## config.mk

```make
export PLATFORM = sky130hd
export DESIGN_NAME = fetch_unit
export DESIGN_NICKNAME = d
export VERILOG_FILES = /design/src/rtl/fetch_unit.sv
export SDC_FILE = /design/constraint.sdc
export NUM_CORES = 1
export LEC_CHECK = 0
export ABC_AREA = 1
export CELL_PAD_IN_SITES_DETAIL_PLACEMENT = 1
export CELL_PAD_IN_SITES_GLOBAL_PLACEMENT = 2
export CORE_MARGIN = 3
export CORE_UTILIZATION = 37
export CTS_CLUSTER_SIZE = 20
export DETAILED_ROUTE_END_ITERATION = 16
export DONT_BUFFER_PORTS = 1
export GPL_TIMING_DRIVEN = 0
export PLACE_DENSITY_LB_ADDON = 0.1
export SLEW_MARGIN = 10
export SYNTH_ARGS = -nofsm -noshare
export SYNTH_HDL_FRONTEND = slang
export SYNTH_SLANG_ARGS = --single-unit
```

## constraint.sdc

```tcl
create_clock -name clk -period 4.3 [get_ports clk]
set_input_delay 0.645 -clock clk [delete_from_list [all_inputs] [get_ports clk]]
set_output_delay 0.645 -clock clk [all_outputs]
set_load 0.01 [all_outputs]
```

## src/rtl/fetch_unit.sv

```systemverilog
// Instruction fetch sequencer: walks the PC through IDLE/ADDR/REQ under scheduler strobes,
// runs a ROM read handshake with timeout, and halts on a halt word, limit or timeout.
module fetch_unit #(
  parameter logic [31:0] PC_RESET    = 32'h0000_0000,
  parameter logic [31:0] PROG_LIMIT  = 32'h0000_0400,
  parameter logic [31:0] HALT_WORD   = 32'hFFFF_FFFF,
  parameter int unsigned ROM_TIMEOUT = 8
) (
  input  logic        clk,
  input  logic        rst_n,
  input  logic        enableGetPC,
  input  logic        enableRomRead,
  input  logic        enableIncPC,
  input  logic        enableBX,
  input  logic [31:0] branchTarget,
  output logic [31:0] romAddr,
  output logic        romReq,
  input  logic        romAck,
  input  logic [31:0] romData,
  output logic [31:0] instruction,
  output logic [31:0] pcOut,
  output logic        fetchValid,
  output logic        doneProc,
  output logic        fetchErr
);

  typedef enum logic [1:0] {StIdle, StAddr, StReq, StHalt} state_e;
  typedef enum logic [2:0] {CmdNone, CmdGetPc, CmdRomRead, CmdIncPc, CmdBx} cmd_e;

  localparam logic [7:0] TimeoutLast = 8'(ROM_TIMEOUT - 1);

  state_e      state_q, state_d;
  logic [31:0] pc_q, pc_d;
  logic [31:0] rom_addr_q, rom_addr_d;
  logic        rom_req_q, rom_req_d;
  logic [31:0] instr_q, instr_d;
  logic        fetch_valid_q, fetch_valid_d;
  logic        done_q, done_d;
  logic        err_q, err_d;
  logic [7:0]  cnt_q, cnt_d;
  cmd_e        cmd;

  // Branch targets are word aligned; the low bits are intentionally dropped.
  logic unused_bt;
  assign unused_bt = ^branchTarget[1:0];

  // Only the highest-priority strobe is considered; if it is illegal, nothing happens.
  always_comb begin
    cmd = CmdNone;
    if (enableBX)           cmd = CmdBx;
    else if (enableIncPC)   cmd = CmdIncPc;
    else if (enableRomRead) cmd = CmdRomRead;
    else if (enableGetPC)   cmd = CmdGetPc;
  end

  always_comb begin
    state_d       = state_q;
    pc_d          = pc_q;
    rom_addr_d    = rom_addr_q;
    rom_req_d     = rom_req_q;
    instr_d       = instr_q;
    fetch_valid_d = fetch_valid_q;
    done_d        = done_q;
    err_d         = err_q;
    cnt_d         = cnt_q;

    case (state_q)
      StIdle, StAddr: begin
        case (cmd)
          CmdBx: begin
            pc_d          = {branchTarget[31:2], 2'b00};
            fetch_valid_d = 1'b0;
            state_d       = StIdle;
          end
          CmdIncPc: begin
            pc_d          = pc_q + 32'd4;
            fetch_valid_d = 1'b0;
            state_d       = StIdle;
          end
          CmdRomRead: begin
            if (state_q == StAddr) begin
              rom_req_d = 1'b1;
              cnt_d     = 8'd0;
              state_d   = StReq;
            end
          end
          CmdGetPc: begin
            if (state_q == StIdle) begin
              if (pc_q < PROG_LIMIT) begin
                rom_addr_d    = pc_q;
                fetch_valid_d = 1'b0;
                state_d       = StAddr;
              end else begin
                done_d  = 1'b1;
                state_d = StHalt;
              end
            end
          end
          default: ;
        endcase
      end
      StReq: begin
        // An ack in the expiry cycle still counts as a normal completion.
        if (romAck) begin
          instr_d   = romData;
          rom_req_d = 1'b0;
          if (romData == HALT_WORD) begin
            fetch_valid_d = 1'b0;
            done_d        = 1'b1;
            state_d       = StHalt;
          end else begin
            fetch_valid_d = 1'b1;
            state_d       = StIdle;
          end
        end else if (cnt_q == TimeoutLast) begin
          rom_req_d = 1'b0;
          err_d     = 1'b1;
          done_d    = 1'b1;
          state_d   = StHalt;
        end else begin
          cnt_d = cnt_q + 8'd1;
        end
      end
      StHalt: begin
        rom_req_d = 1'b0;
        done_d    = 1'b1;
      end
      default: state_d = StIdle;
    endcase
  end

  always_ff @(posedge clk or negedge rst_n) begin
    if (!rst_n) begin
      state_q       <= StIdle;
      pc_q          <= PC_RESET;
      rom_addr_q    <= PC_RESET;
      rom_req_q     <= 1'b0;
      instr_q       <= 32'd0;
      fetch_valid_q <= 1'b0;
      done_q        <= 1'b0;
      err_q         <= 1'b0;
      cnt_q         <= 8'd0;
    end else begin
      state_q       <= state_d;
      pc_q          <= pc_d;
      rom_addr_q    <= rom_addr_d;
      rom_req_q     <= rom_req_d;
      instr_q       <= instr_d;
      fetch_valid_q <= fetch_valid_d;
      done_q        <= done_d;
      err_q         <= err_d;
      cnt_q         <= cnt_d;
    end
  end

  assign romAddr     = rom_addr_q;
  assign romReq      = rom_req_q;
  assign instruction = instr_q;
  assign pcOut       = pc_q;
  assign fetchValid  = fetch_valid_q;
  assign doneProc    = done_q;
  assign fetchErr    = err_q;

endmodule

```

== Word-level counts from Yosys, hierarchy flattened ==
Cells that the tools add are included.

* Register bits: 110
* Input port bits: 71
* Output and inout port bits: 100
* Word-level logic and storage cells: 87

* Add/subtract/negate cells: 2
* $lt $le $gt $ge: 1
* Equality and inequality tests: 24
* Mux-type cells: 36
* Bitwise operators: 1
* Reductions and logical operators: 14

{| class="wikitable"
|+ Operators by type and width
! operator !! count
|-
| 32-bit one-hot mux with 2 select lines || 1
|-
| 32-bit by 3-bit adder with 32-bit output (second input constant) || 1
|-
| 32-bit equality test (second input constant) || 1
|-
| 32-bit by 11-bit less-than comparator with 1-bit output (second input constant) || 1
|-
| 8-bit 2-to-1 mux || 4
|-
| 5-bit AND reduction || 4
|-
| 2-bit 2-to-1 mux || 8
|-
| 8-bit one-hot mux with 2 select lines || 1
|-
| 1-bit 2-to-1 mux || 15
|-
| 3-bit inequality test (second input constant) || 5
|-
| 2-bit inequality test (second input constant) || 6
|-
| 8-bit by 1-bit adder with 8-bit output (second input constant) || 1
|-
| 8-bit by 3-bit equality test with 1-bit output (second input constant) || 1
|-
| 3-bit by 2-bit equality test with 1-bit output (second input constant) || 2
|-
| 1-bit one-hot mux with 3 select lines || 2
|-
| 2-bit one-hot mux with 3 select lines || 1
|-
| 3-bit AND reduction || 2
|-
| 2-bit equality test (second input constant) || 2
|-
| 2-bit by 1-bit inequality test with 1-bit output (second input constant) || 2
|-
| 4-bit by 2-bit inequality test with 1-bit output (second input constant) || 1
|-
| 1-bit one-hot mux with 2 select lines || 2
|-
| 2-bit one-hot mux with 2 select lines || 1
|-
| 2-bit AND reduction || 2
|-
| 4-bit AND reduction || 1
|-
| 9 further kinds || 11
|}

== Longest topological paths before layout ==
* Depth after elaboration: 8
* Depth in mapped cells: 11
* Gate-level depth less buffers: 10

== Least setup slack after synthesis ==
Ideal clock, no wire load.

* Path type: in2reg
* From: input port enableIncPC
* To: register pc_q[23] (netlist: pcOut[23])
* Setup time: 0.116 ns
* Data arrival time: 1.514 ns
* Data required time: 4.184 ns
* Setup slack: 2.670 ns
* Stages on the path: 11
* Buffers on the path: 1
* Cell sequence: inv_2 nand2_1 nand2_2 inv_2 nand2_4 nand2_2 nand2_4 buf_6 a21oi_1 nand2_1 nand2_1

* Cells in the longest elaborated chain, start to end: 5
* Elaborated cells on any way between the ends: 7
* Classes of those cells: eq/ne (2); mux (3); reduce/logical (2)

{| class="wikitable"
|+ Ends and longest elaborated chain
! item !! line !! text
|-
| from (decl) || 13 || <nowiki>input logic enableIncPC,</nowiki>
|-
| 2-bit 2-to-1 mux (*) || 51 || <nowiki>else if (enableIncPC) cmd = CmdIncPc;</nowiki>
|-
| 3-bit 2-to-1 mux (*) || 50 || <nowiki>if (enableBX) cmd = CmdBx;</nowiki>
|-
| 3-bit by 2-bit equality test with 1-bit output or 3-bit equality test (tied branches) || 69 || <nowiki>case (cmd)</nowiki>
|-
| 2-bit nonzero test (no source line) || - ||
|-
| 2-bit AND reduction (no source line) || - ||
|-
| to (signal assigned) || 145 || <nowiki>pc_q <= pc_d;</nowiki>
|-
| to (decl) || 33 || <nowiki>logic [31:0] pc_q, pc_d;</nowiki>
|}

Mark *: on every way between the ends. The rest lies on a longest branch, timed or not.
A chain may end at the register's enable or synchronous reset.

== Worst setup path after layout ==
* From: register pc_q[3] (netlist: pcOut[3])
* To: register pc_q[10] (netlist: pcOut[10])

* Cells in the longest elaborated chain, start to end: 2

{| class="wikitable"
|+ Ends and longest elaborated chain
! item !! line !! text
|-
| 32-bit by 3-bit adder with 32-bit output || 76 || <nowiki>pc_d = pc_q + 32'd4;</nowiki>
|-
| 32-bit one-hot mux with 2 select lines || 69 ||
|}

Every way passes these cells.

==> impl_results.md <==
* Crit path kind: reg -> reg
* Global Route Usage Sum at roughly a fifth
* # Post-CTS Setup Buffers at 0
* Pwr/cell area at 576 nW/µm²
* Pin count of the biggest net entering global routing at 107
* Post-synth EDFFs at 0
* DIE WIDTH at 131 µm
* RSZ-0062 raised after global routing: no
* Status: completed
* TNS Setup at 0 ns
* Synth top area share at 46.2%
* Vias in the first global route at 5291
* CTS tree: done
* Hold WS at 0.218 ns
* Post-route ant nets at 0
* Final Cell Area at 6320 µm²
* Switching share of power at a little over two fifths
* Die Height at approximately 130 µm
* Share of layout cells above drive strength 1 at 8.89%
* Final Hold Viols at 0
* Logic gate share of total power at 26.2%
* Commonest non-fill, non-tap cell in the layout: nand2_1
* Distinct cell type count after synthesis at 38
* Max-slew headroom at 63.4%
* Core area at 14900 µm²
* Clock root buffer: clkbuf_16
* First-pass GRT wire length at roughly 27000 µm
* Iteration-0 DRC Markers at approximately 220
* Initial Util at around 39%
* Pwr Total at between 3 and 4 mW
* Syn Inst Count at 790
* Max-Cap Viols at 0
* CTS Buffer Depth at 2
* Clock-pin slew on the worst setup and hold paths at 0.08 ns
* Startpoint Class: flop
* Fill cell count at 1853
* Period Utilization, post-route at 47.5%
* Initial antenna violation count at 2
* Ranking of synthesized cells by area: dfrtp_1, nand2_1, nor2_1
* First-pass detailed-route iteration total at 5
* Total CTS buffers at 9
* Main synth FF type: dfrtp_1
* Via count at 5039
* Vias/cell at 5.06
* Most frequent cells in the layout: nand2_1, dfrtp_1, nor2_1
* Total wire length at 17500 µm
* Placed inst area at 5980 µm²
* Number of port buffers at 0
* Clock Power Share at between 20% and 30%
* Clk_skew at around 0.010 ns
* Worst Hold Class: in -> async
* Cell taking the most area after synthesis: dfrtp_1
* Final setup violation count at 0
* CP required at 4.54 ns
* Least-Margin Pin Slew at 0.550 ns
* Internal Power at 2.05 mW
* Routed len/inst at roughly 18 µm
* Fin nets at roughly 880
* Crit path DAT at ~2.3 ns
* # IOs at about 170
* Max VDD drop at roughly 0.27 mV
* Min cycle time layout at 2.04 ns
* Pleak at 3.19 nW
* Mapped Area at 5740 µm²
* Die footprint at 17000 µm²
* Register area share after synthesis at ~46%
* Net Switching at between 1.5 and 2 mW
* Clk Latency, worst-skew pair at 0.35 ns
* Mapped Avg Cell Area at 7.27 µm²
* H-Tree Depth at 3
* Max-slew violations at 0
* Num rows at 44
* Async SR Flop Fraction at 100%
* Synth-to-Final Area Change at 10.0%
* Endpoint class of the critical path: flop
* Synth Register Bits at 106
* DRC at 0
* Sequential share of power at about half
* Dpl hpwl at 13700 µm
* Ys Warns at 0
* Clk sinks at ~110
* Crit-path max FO at 6
* RePlAce Congestion at ~0.85
* Hold-fix buffers, CTS at 1
* FMAX at slightly below 0.5 GHz
* Post-cts gate resize count at 0
* Gr ovfl total at 0
[logic make-up after synthesis]
family,after synthesis,share of synthesized area (%)
AOI/OAI and AO/OA,60,6.15
buffers and inverters,107,8.70
other,1,0.0653
DFF,106,46.2
adders and majority gates,2,0.436
xor gates and xnor gates,8,1.22
and+or+nand+nor,506,37.2
[through the flow]
step / util (%) / setup WS (ns) / std cells
6_report: 42.5 / 2.26 / 995
5_1_grt: 42.5 / 2.01 / 994
4_1_cts: 42.5 / 2.25 / 994
3_5_place_dp: 40.2 / 2.27 / 977
3_3_place_gp: 40.2 / 2.30 / 977
2_1_floorplan: - / 2.67 / 793
[layer usage]
layer  up-vias  global-route usage (%)  part of all wire (%)
met1      2438                    25.9                    42
met2       119                    34.6                    49
li1       2460                       -                     -
met5         -                       0                  0.12
met3        18                    5.37                   6.6
met4         4                    6.05                   1.5
[Yosys cell counts, types with 6 or more instances]
cell,count
clkbuf_1,6
nor2_1,103
a21oi_1,19
o21ai_0,22
buf_4,9
dfrtp_1,106
nand2_1,312
or2_2,7
nand4_1,6
nand2_2,7
inv_1,77
o21ai_1,9
nand3b_1,12
nand3_1,42
buf_6,8
xor2_1,7
[state kept, by name (all words and copies together) (netlist names)]
signal       flops
cnt_q            8
doneProc         1
fetchErr         1
fetchValid       1
instruction     32
pcOut           30
romAddr         30
romReq           1
state_q          2
[final timing paths]
path | end | cells past startpoint | start | slack, ns
worst max-delay path | pcOut[10]$_DFFE_PN0P_ | 8 | pcOut[3]$_DFFE_PN0P_ | 2.26
worst min-delay path | pcOut[29]$_DFFE_PN0P_ | 1 | rst_n | 0.22
worst max register to register | pcOut[10]$_DFFE_PN0P_ | 8 | pcOut[3]$_DFFE_PN0P_ | 2.26
worst min register to register | cnt_q[0]$_DFFE_PN0P_ | 1 | cnt_q[0]$_DFFE_PN0P_ | 0.52
max in group asynchronous | instruction[4]$_DFFE_PN0P_ | 1 | rst_n | 3.64
min in group clk | instruction[14]$_DFFE_PN0P_ | 2 | romData[14] | 0.40
[area by class of cell]
cell class / instances / area [µm²] / area share, %
diodes: 1 / 2.50 / 0.0396
clock inverters: 7 / 80.1 / 1.27
multi-input cells: 580 / 2600 / 41.2
clock buffers: 9 / 225 / 3.57
inverters: 83 / 314 / 4.97
plain buffers: 24 / 185 / 2.93
flip-flops and latches: 106 / 2650 / 42.0
well taps: 184 / 230 / 3.64
repair buffers: 1 / 27.5 / 0.436
[critical path, stage by stage (launching register included)]
cell and delay, ns:
dfrtp_1 0.48, ha_1 0.34, nand2_1 0.11, nor2_1 0.36, nand2_1 0.19, inv_1 0.15, nand3_1 0.09, a21oi_1 0.16
nor2_1 0.06
[power by group through the flow]
| stage | Combinational [mW] | Sequential [mW] | Clock [mW] |
|---|---|---|---|
| floorplan | 0.741 | 1.70 | 0 |
| global placement | 0.898 | 1.86 | 0 |
| detailed placement | 0.949 | 1.87 | 0 |
| CTS | 0.974 | 1.85 | 0.874 |
| global route | 1.12 | 1.90 | 0.920 |
| finish | 0.954 | 1.84 | 0.843 |
(Power assumes the default switching activity.)
